## config.mk

```make
export PLATFORM = sky130hd
export DESIGN_NAME = imm_encoder
export DESIGN_NICKNAME = d
export VERILOG_FILES = /design/src/rtl/imm_encoder.sv
export SDC_FILE = /design/constraint.sdc
export NUM_CORES = 1
export LEC_CHECK = 0
export CORE_UTILIZATION = 39
export CTS_CLUSTER_DIAMETER = 80
export CTS_CLUSTER_SIZE = 30
export DETAILED_ROUTE_END_ITERATION = 8
export HOLD_SLACK_MARGIN = 0.02
export PLACE_DENSITY = 0.61
export SLEW_MARGIN = 20
export SYNTH_ARGS = -nofsm -noshare
export SYNTH_HDL_FRONTEND = slang
export SYNTH_SLANG_ARGS = --single-unit
```

## constraint.sdc

```tcl
create_clock -name CLK -period 4 [get_ports CLK]
set_clock_uncertainty 0.2 [all_clocks]
set_input_delay 0.8 -clock CLK [delete_from_list [all_inputs] [get_ports CLK]]
set_output_delay 0.8 -clock CLK [all_outputs]
set_load 0.02 [all_outputs]
```

## src/rtl/imm_encoder.sv

```systemverilog
// imm_encoder: two-stage valid/ready immediate encoder for the OTTER core.
// Scatters a 32-bit immediate into the I/S/B/U/J fields of a base instruction.
// Stage 1 registers the request and its error bit. Stage 2 registers the packed word.
// Also counts delivered words (wrapping) and errored words (saturating).
// Optional build macro: IMM_ENC_RANGE_CHK_EN. When it is defined, OUT_ERR also
// flags immediates that do not fit the format.
module imm_encoder (
  input  logic        CLK,
  input  logic        RST_N,
  input  logic        IN_VLD,
  output logic        IN_RDY,
  input  logic [2:0]  IN_TYP,
  input  logic [31:0] IN_BASE,
  input  logic [31:0] IN_IMM,
  output logic        OUT_VLD,
  input  logic        OUT_RDY,
  output logic [31:0] OUT_INS,
  output logic        OUT_ERR,
  output logic [15:0] ENC_CNT,
  output logic [7:0]  ERR_CNT
);

  localparam logic [2:0] TYP_I = 3'd0;
  localparam logic [2:0] TYP_S = 3'd1;
  localparam logic [2:0] TYP_B = 3'd2;
  localparam logic [2:0] TYP_U = 3'd3;
  localparam logic [2:0] TYP_J = 3'd4;

  typedef struct packed {
    logic [2:0]  typ;
    logic [31:0] base;
    logic [31:0] imm;
    logic        err;
  } s1_t;

  // vld_pipe[1] = stage 1 occupied, vld_pipe[2] = stage 2 occupied (output)
  logic [2:1] vld_pipe;
  s1_t        s1;
  logic       s1_load, s2_load, deliver;
  logic       in_err;
  logic [31:0] packed_ins;

  // Ready chain: a stage may load if it is empty or its successor is loading.
  assign s2_load = !vld_pipe[2] || OUT_RDY;
  assign s1_load = !vld_pipe[1] || s2_load;
  assign IN_RDY  = s1_load && RST_N;
  assign OUT_VLD = vld_pipe[2];
  assign deliver = vld_pipe[2] && OUT_RDY;

  // Error classification of the incoming word (illegal type, optional range rules)
  always_comb begin
    in_err = 1'b0;
    case (IN_TYP)
`ifdef IMM_ENC_RANGE_CHK_EN
      TYP_I, TYP_S: in_err = (IN_IMM[31:12] != {20{IN_IMM[11]}});
      TYP_B:        in_err = (IN_IMM[31:13] != {19{IN_IMM[12]}}) || IN_IMM[0];
      TYP_U:        in_err = (IN_IMM[11:0] != 12'd0);
      TYP_J:        in_err = (IN_IMM[31:21] != {11{IN_IMM[20]}}) || IN_IMM[0];
`else
      TYP_I, TYP_S, TYP_B, TYP_U, TYP_J: in_err = 1'b0;
`endif
      default:      in_err = 1'b1;
    endcase
  end

  // Scatter the stage-1 immediate into the format's fields; out-of-range bits are truncated
  always_comb begin
    packed_ins = s1.base;
    case (s1.typ)
      TYP_I: packed_ins[31:20] = s1.imm[11:0];
      TYP_S: begin
        packed_ins[31:25] = s1.imm[11:5];
        packed_ins[11:7]  = s1.imm[4:0];
      end
      TYP_B: begin
        packed_ins[31]    = s1.imm[12];
        packed_ins[7]     = s1.imm[11];
        packed_ins[30:25] = s1.imm[10:5];
        packed_ins[11:8]  = s1.imm[4:1];
      end
      TYP_U: packed_ins[31:12] = s1.imm[31:12];
      TYP_J: begin
        packed_ins[31]    = s1.imm[20];
        packed_ins[19:12] = s1.imm[19:12];
        packed_ins[20]    = s1.imm[11];
        packed_ins[30:21] = s1.imm[10:1];
      end
      default: packed_ins = s1.base;
    endcase
  end

  // Stage 1: capture the accepted request
  always_ff @(posedge CLK or negedge RST_N) begin
    if (!RST_N) begin
      vld_pipe[1] <= 1'b0;
      s1          <= '0;
    end else if (s1_load) begin
      vld_pipe[1] <= IN_VLD;
      if (IN_VLD) s1 <= '{typ: IN_TYP, base: IN_BASE, imm: IN_IMM, err: in_err};
    end
  end

  // Stage 2: capture the packed word; held stable while stalled
  always_ff @(posedge CLK or negedge RST_N) begin
    if (!RST_N) begin
      vld_pipe[2] <= 1'b0;
      OUT_INS     <= '0;
      OUT_ERR     <= 1'b0;
    end else if (s2_load) begin
      vld_pipe[2] <= vld_pipe[1];
      if (vld_pipe[1]) begin
        OUT_INS <= packed_ins;
        OUT_ERR <= s1.err;
      end
    end
  end

  // Delivery counters: total wraps, error count saturates
  always_ff @(posedge CLK or negedge RST_N) begin
    if (!RST_N) begin
      ENC_CNT <= '0;
      ERR_CNT <= '0;
    end else if (deliver) begin
      ENC_CNT <= ENC_CNT + 16'd1;
      if (OUT_ERR && ERR_CNT != 8'hFF) ERR_CNT <= ERR_CNT + 8'd1;
    end
  end

endmodule
```

## Yosys cells after proc, flatten, opt, wreduce, memory -nomap -nowiden

Cells that the tools add are included.

- Bits in registers: 127
- Bits in latches: 0
- RAM bits: 0
- ROM bits: 0
- Output and inout port bits: 59
- Memories kept: 0

- $add $sub $neg: 2
- Multiply operators: 0
- Div/mod/pow operators: 0
- Magnitude comparators: 0
- Equality and inequality tests: 9
- Shift operators: 0
- Muxes and demuxes: 5
- Bitwise logic cells: 0
- Reductions and logical operators: 15

Operator list:

| kind | count |
|---|---|
| $pmux W7 S4 | 1 |
| $add A16 B1 Y16 const B | 1 |
| $pmux W5 S3 | 1 |
| $eq A3 B2 Y1 const B | 4 |
| $pmux W5 S2 | 1 |
| $add A8 B1 Y8 const B | 1 |
| $mux W8 | 1 |
| $ne A8 B8 Y1 const B | 1 |
| $eq A3 B1 Y1 const B | 2 |
| $eq A3 B3 Y1 const B | 2 |
| $logic_not A3 Y1 | 2 |
| $reduce_and A2 Y1 | 3 |
| $reduce_or A5 Y1 | 1 |
| $reduce_or A2 Y1 | 2 |
| $logic_and A1 B1 Y1 | 3 |
| $logic_not A1 Y1 | 2 |
| $logic_or A1 B1 Y1 | 2 |
| $mux W1 | 1 |

## Logic depth before layout (Yosys ltp)

Gate-level depths: netlist of run 1.

- Depth after elaboration: 4
- Depth in mapped cells: 6

## Worst setup path before layout of run 1

OpenSTA, ideal clock, no wires.

- Path kind: input-to-output
- From: input port OUT_RDY
- To: output port IN_RDY
- Arrival time: 1.202 ns
- Data required time: 3.000 ns
- Path slack: 1.798 ns
- Stages: 2
- Path through: nand3b_1 > and2_1

- Longest elaborated chain between the ends: 3

RTL lines:

| element | line | RTL |
|---|---|---|
| start: declaration | 16 | `input logic OUT_RDY,` |
| $logic_or A1 B1 Y1 | 44 | `assign s2_load = !vld_pipe[2] \|\| OUT_RDY;` |
| $logic_or A1 B1 Y1 | 45 | `assign s1_load = !vld_pipe[1] \|\| s2_load;` |
| $logic_and A1 B1 Y1 | 46 | `assign IN_RDY = s1_load && RST_N;` |
| end: declaration | 11 | `output logic IN_RDY,` |

Every way passes these cells.

## Worst setup path after layout of run 1

Same ends and word-level chain as after synthesis.

==> reports/results.tsv, run 1 <==
stage	metric	value	unit
outcome	status	finished clean	
yosys	yosys.area_share.simple	8.769	%
floorplanning	coreArea	0.01340	mm^2
timing	setup_tns	0	ns
setup_path	r2r_start	s1[65]	
route	wl_per_cell	15.91	um
clocking	cts.htree.levels	4	
yosys	seq_area_frac_synth	58.77	%
yosys	synthArstFlopShare	100.0	%
route	drtIter0Drc	171	
clocking	cts.sinks	127	
route	drc	0	
cells_and_area	final_common_cell	clkdlybuf4s50_1	
setup_path	critical_path.top_delay_family	buffers and inverters	
job	maxCapViolCount	0	
floorplanning	rows	42	
floorplanning	fp.dieW	119.8	um
yosys	synth_compound_area_share	6.386	%
yosys	synth_cell_type_count	43	
floorplanning	start_util	40.35	%
setup_path	cp_cell_sequence	clkdlybuf4s50_1 > nand3b_1 > and2_1 > clkdlybuf4s50_1	
placement	gp_congestion	0.7780	
yosys	synth_xor_area_share	2.753	%
yosys	synth_fa_ha_area_share	0.4627	%
setup_path	cpMostUsedCell	clkdlybuf4s50_1	
timing	worst_pin_slew	0.8861	ns
cells_and_area	layout.nets	626	
timing	setup_viol_count_final	0	
clocking	tritoncts	yes	
yosys	synth_area	0.005408	mm^2
floorplanning	die_area	0.01434	mm^2
clocking	cts-buffers-inserted	17	
route	num_vias	3700	
setup_path	r2r_cells	5	
timing	relSlewSlack	40.72	%
power	irDropWorstVdd	337.4	uV
setup_path	regToRegSetupSlack	1.72	ns
cells_and_area	drive_above_1_share	20.78	%
placement	pre_cts_slack	0.6856	ns
grt	grt_max_degree	83	
yosys	avgSynthCellArea	12.84	um^2
timing	fin_crit	3.314	ns
setup_path	start_kind	input port	
route	drt_wl_total	11760	um
yosys	synth_top_family_by_area	multiplexers	
floorplanning	ios	130	
clocking	post-cts-setup-buffer-count	0	
timing	post-route-period-util	82.85	%
yosys	ys_warn_count	0	
setup_path	end_kind	primary output	
route	dr.pass1.iters	4	
clocking	worst_skew_pair.late_latency	0.41	ns
grt	antenna_found_initial	0	
grt	grt_pass1_vias	3845	
setup_path	critPathKind	in2out	
yosys	synth_cells	421	
yosys	ys_seq_elements	127	
clocking	ctsHoldBuffers	0	
worst_hold_path	hp-class	in2async	
grt	grt_pass1_wl	19500	um
timing	rsz0062_at_grt	false	
placement	port_buffers	129	
clocking	ctsResizeCount	0	
route	antenna_left	0	
setup_path	crit_required	3.00	ns
setup_path	critPathSlowestCell	clkdlybuf4s50_1	
clocking	clock_path_buffers	2	
setup_path	worst-path-buf-inv	2	
placement	dp_hpwl	8063	um
power	cellPowerDensity	562.1	mW/mm^2
setup_path	regToRegEndpoint	OUT_INS[18]	
yosys	syn_nets	494	
setup_path	crit_path_max_incr_delay	0.60	ns
timing	fmax	301.8	MHz
route	vias_per_cell	5.007	
cells_and_area	diodes	0	
cells_and_area	area_growth	36.21	%
grt	grt_overflow	0	
grt	grt_usage	17.67	%
cells_and_area	final_cell_mix	128 x clkdlybuf4s50_1, 127 x dfrtp_1, 83 x mux2_2	
yosys	synth.mux.area_fraction	20.43	%
floorplanning	die_h	119.8	um
setup_path	cp_max_fo	6	
clocking	root_buffer	clkbuf_16	
clocking	clkTransAtPathRegs	0.05	ns
power	p_leak	3.129	nW
timing	slew_viol_final	0	
setup_path	worstPathArrival	2.31	ns
yosys	synth_edf_count	0	
yosys	synth_ff_type	dfrtp_1	
timing	hold_viol	0	
timing	worst_slack	0.6860	ns
[layer usage]
layer | share of wire [%] | vias to the layer above | global-route usage (%) | routed length [um]
li1 | - | 1760 | - | -
met1 | 46 | 1821 | 23.12 | 5389
met2 | 46 | 106 | 26.95 | 5407
met3 | 6.7 | 13 | 6.369 | 789
met4 | 1.4 | 0 | 6.328 | 170
met5 | 0 | - | 0 | 0
[worst max path at each step]
stage | from | cells after the start | end | slack, ns
after floorplan | OUT_RDY | 2 | IN_RDY | 1.80
after global placement | OUT_RDY | 4 | IN_RDY | 0.71
after detailed placement | OUT_RDY | 4 | IN_RDY | 0.69
after CTS | OUT_RDY | 4 | IN_RDY | 0.68
after global routing | OUT_RDY | 4 | IN_RDY | 0.63
final | OUT_RDY | 4 | IN_RDY | 0.69
[final cells by class]
class / instances / area (um^2)
Multi-Input combinational cell: 269 / 2108
Timing Repair Buffer: 133 / 1339
Inverter: 5 / 18.77
Clock buffer: 28 / 496.7
Fill cell: 1182 / 6035
Sequential cell: 127 / 3178
Clock inverter: 1 / 5.005
Tap cell: 176 / 220.2
[power breakdown]
| group | total (mW) | internal [mW] | leakage [nW] | switching (mW) |
|---|---|---|---|---|
| Clock | 1.32 | 0.829 | 0.244 | 0.494 |
| Combinational | 1.07 | 0.569 | 1.36 | 0.497 |
| Sequential | 1.75 | 1.54 | 1.52 | 0.217 |
[sequential cells by signal, summed over array words and instances (netlist names)]
register / cells
vld_pipe: 1
ENC_CNT: 16
OUT_VLD: 1
OUT_INS: 32
packed_ins: 7
OUT_ERR: 1
s1: 61
ERR_CNT: 8
[cells by family (layout without fill, tap and decap cells)]
kind of cell	after synthesis	after routing
flip-flops	127	127
multiplexers	100	100
AND/OR/NAND/NOR	92	92
AO/OA/AOI/OAI	58	58
buffers and inverters	25	167
XOR/XNOR	17	17
adder cells (fa/ha/maj)	2	2
[worst register-to-register path: stages (launching register included)]
cell and delay [ns]:
dfrtp_1 0.77, nand3b_1 0.42, a21boi_1 0.24, buf_4 0.21, mux2i_1 0.17, o21ai_0 0.10
[stage by stage]
| stage | power, mW | instances | area, um^2 | hold slack [ns] | utilization [%] |
|---|---|---|---|---|---|
| after floorplan | 2.324 | 421 | 5408 | 0.2458 | - |
| after global placement | 2.824 | 710 | 6860 | 0.2618 | 51.20 |
| after detailed placement | 2.851 | 710 | 6860 | 0.2614 | 51.20 |
| after CTS | 4.198 | 739 | 7362 | 0.1075 | 54.94 |
| after global routing | 4.362 | 739 | 7366 | 0.1295 | 54.97 |
| final | 4.141 | 739 | 7366 | 0.1048 | 54.97 |
[synthesized netlist by cell type, types with 2 or more instances]
cell type,instances,area (um^2)
a21oi_1,11,55.05
a31oi_1,2,12.51
a41oi_1,2,17.52
and2_1,3,18.77
and3_2,2,15.01
buf_2,15,75.07
buf_6,2,22.52
clkbuf_1,2,7.510
dfrtp_1,127,3178
ha_1,2,25.02
inv_1,5,18.77
mux2_2,83,934.7
mux2i_1,17,170.2
nand2_1,34,127.6
nand2b_1,3,18.77
nand3_1,8,40.04
nand3b_1,2,15.01
nand4_1,5,31.28
nor2_1,17,63.81
nor2b_1,2,12.51
nor3_1,5,25.02
nor3b_1,2,15.01
nor4_1,2,12.51
o21a_1,2,15.01
o21ai_0,21,105.1
o22ai_1,8,50.05
o31ai_1,6,45.04
xnor2_1,9,78.83
xor2_1,8,70.07
Note: power is estimated with default switching activity, not from simulation.
==> inputs of run 2 (changes only) <==
==> constraint.sdc (replaced) <==
create_clock -name CLK -period 3.4 [get_ports CLK]
set_clock_uncertainty 0.2 [all_clocks]
set_input_delay 0.68 -clock CLK [delete_from_list [all_inputs] [get_ports CLK]]
set_output_delay 0.68 -clock CLK [all_outputs]
set_load 0.02 [all_outputs]
==> reports/results.tsv, run 2 (synthesis results as in run 1) <==
stage	metric	value	unit
clocking	clkTransAtPathRegs	0.05	ns
clocking	root_buffer	clkbuf_16	
timing	setup_viol_count_final	0	
cells_and_area	largestRegisters	s1 x61, OUT_INS x32, ENC_CNT x16	
timing	fin_crit	3.095	ns
cells_and_area	post-route-util	55.56	%
cells_and_area	fillCellCount	1158	
grt	grt_overflow	0	
floorplanning	fp.dieW	119.8	um
setup_path	setup.worst_path.start	OUT_RDY	
route	num_vias	3685	
cells_and_area	final_cell_mix	128 x clkdlybuf4s50_1, 127 x dfrtp_1, 83 x mux2_2	
grt	grt_pass1_wl	19560	um
grt	grt_max_degree	87	
grt	grt_pass1_vias	3826	
cells_and_area	fin_cells	745	
worst_hold_path	hp-class	in2async	
route	drt_wl_total	11550	um
clocking	worst_skew_pair.late_latency	0.40	ns
timing	fmax	323.1	MHz
route	antenna_left	0	
grt	grt_usage	17.64	%
cells_and_area	final_common_cell	clkdlybuf4s50_1	
placement	dp_hpwl	8065	um
clocking	cts.sinks	127	
floorplanning	coreArea	0.01340	mm^2
cells_and_area	regMostFlops	s1	
setup_path	start_kind	input port	
timing	worst_pin_slew	0.7758	ns
placement	place_inst	714	
placement	pre_cts_slack	0.3078	ns
clocking	ctsResizeCount	0	
cells_and_area	area_growth	37.69	%
cells_and_area	regArea	0.003178	mm^2
power	irDropWorstVdd	339.1	uV
cells_and_area	drive_above_1_share	22.50	%
setup_path	worstPathArrival	2.21	ns
timing	worst_slack	0.3050	ns
placement	gp_congestion	0.7808	
timing	rsz0062_at_grt	false	
floorplanning	start_util	40.35	%
route	wl_per_cell	15.51	um
timing	holdWs	0.1370	ns
setup_path	end_kind	primary output	
grt	antenna_found_initial	0	
cells_and_area	layout.nets	630	
floorplanning	die_h	119.8	um
route	vias_per_cell	4.946	
cells_and_area	largest_reg_flops	61	
power	p_leak	3.183	nW
route	dr.pass1.iters	4	
cells_and_area	multi_input_area	0.002108	mm^2
placement	placed_cell_area	0.006890	mm^2
placement	port_buffers	129	
timing	setup_tns	0	ns
clocking	cts.htree.levels	4	
floorplanning	rows	42	
setup_path	r2r_cells	5	
clocking	cts-buffers-inserted	17	
power	cellPowerDensity	670.0	mW/mm^2
clocking	tritoncts	yes	
cells_and_area	fin_area	0.007446	mm^2
setup_path	r2r_start	s1[65]	
outcome	status	finished clean	
timing	relSlewSlack	48.28	%
cells_and_area	diodes	0	
floorplanning	ios	130	
timing	post-route-period-util	91.03	%
clocking	post-cts-setup-buffer-count	0	
power	power	4.989	mW
timing	hold_viol	0	
setup_path	crit_required	2.52	ns
route	drc	0	
clocking	clock_path_buffers	2	
timing	slew_viol_final	0	
job	maxCapViolCount	0	
clocking	ctsHoldBuffers	0	
floorplanning	die_area	0.01434	mm^2
setup_path	cp_max_fo	6	
setup_path	critPathKind	in2out	
route	drtIter0Drc	201	
run 2: path summary, 6_finish.rpt:
kind	endpoint	slack (ns)
setup / recovery	IN_RDY	0.31
hold / removal	ENC_CNT[0]	0.14
setup reg to reg	OUT_INS[18]	1.15
hold reg to reg	ENC_CNT[15]	0.27
max in group asynchronous	OUT_INS[22]	1.70
min in group CLK	ENC_CNT[15]	0.27
run 2: power by group:
part	total, mW	internal (mW)	switching [mW]
Sequential	2.06	1.81	0.254
Combinational	1.25	0.673	0.580
Clock	1.68	1.07	0.605
Total	4.99	3.55	1.44
run 2: final cells by class:
class,instances,share of cell area [%]
clock buffers,24,6.604
flip-flops and latches,127,42.68
well taps,176,2.957
clock inverters,7,0.8066
inverters,5,0.2521
multi-input cells,269,28.31
repair buffers,137,18.38
run 2: critical path, stage by stage:
cell             delay [ns]
clkdlybuf4s50_1        0.57
nand3b_1               0.22
and2_1                 0.15
clkdlybuf4s50_1        0.59
run 2: per-layer routing:
metal / vias up / wire [um] / track usage (%)
met5: - / 0 / 0
met4: 0 / 87 / 4.453
met3: 10 / 799 / 6.702
met2: 103 / 5370 / 27.53
met1: 1808 / 5297 / 23.08
li1: 1764 / - / -
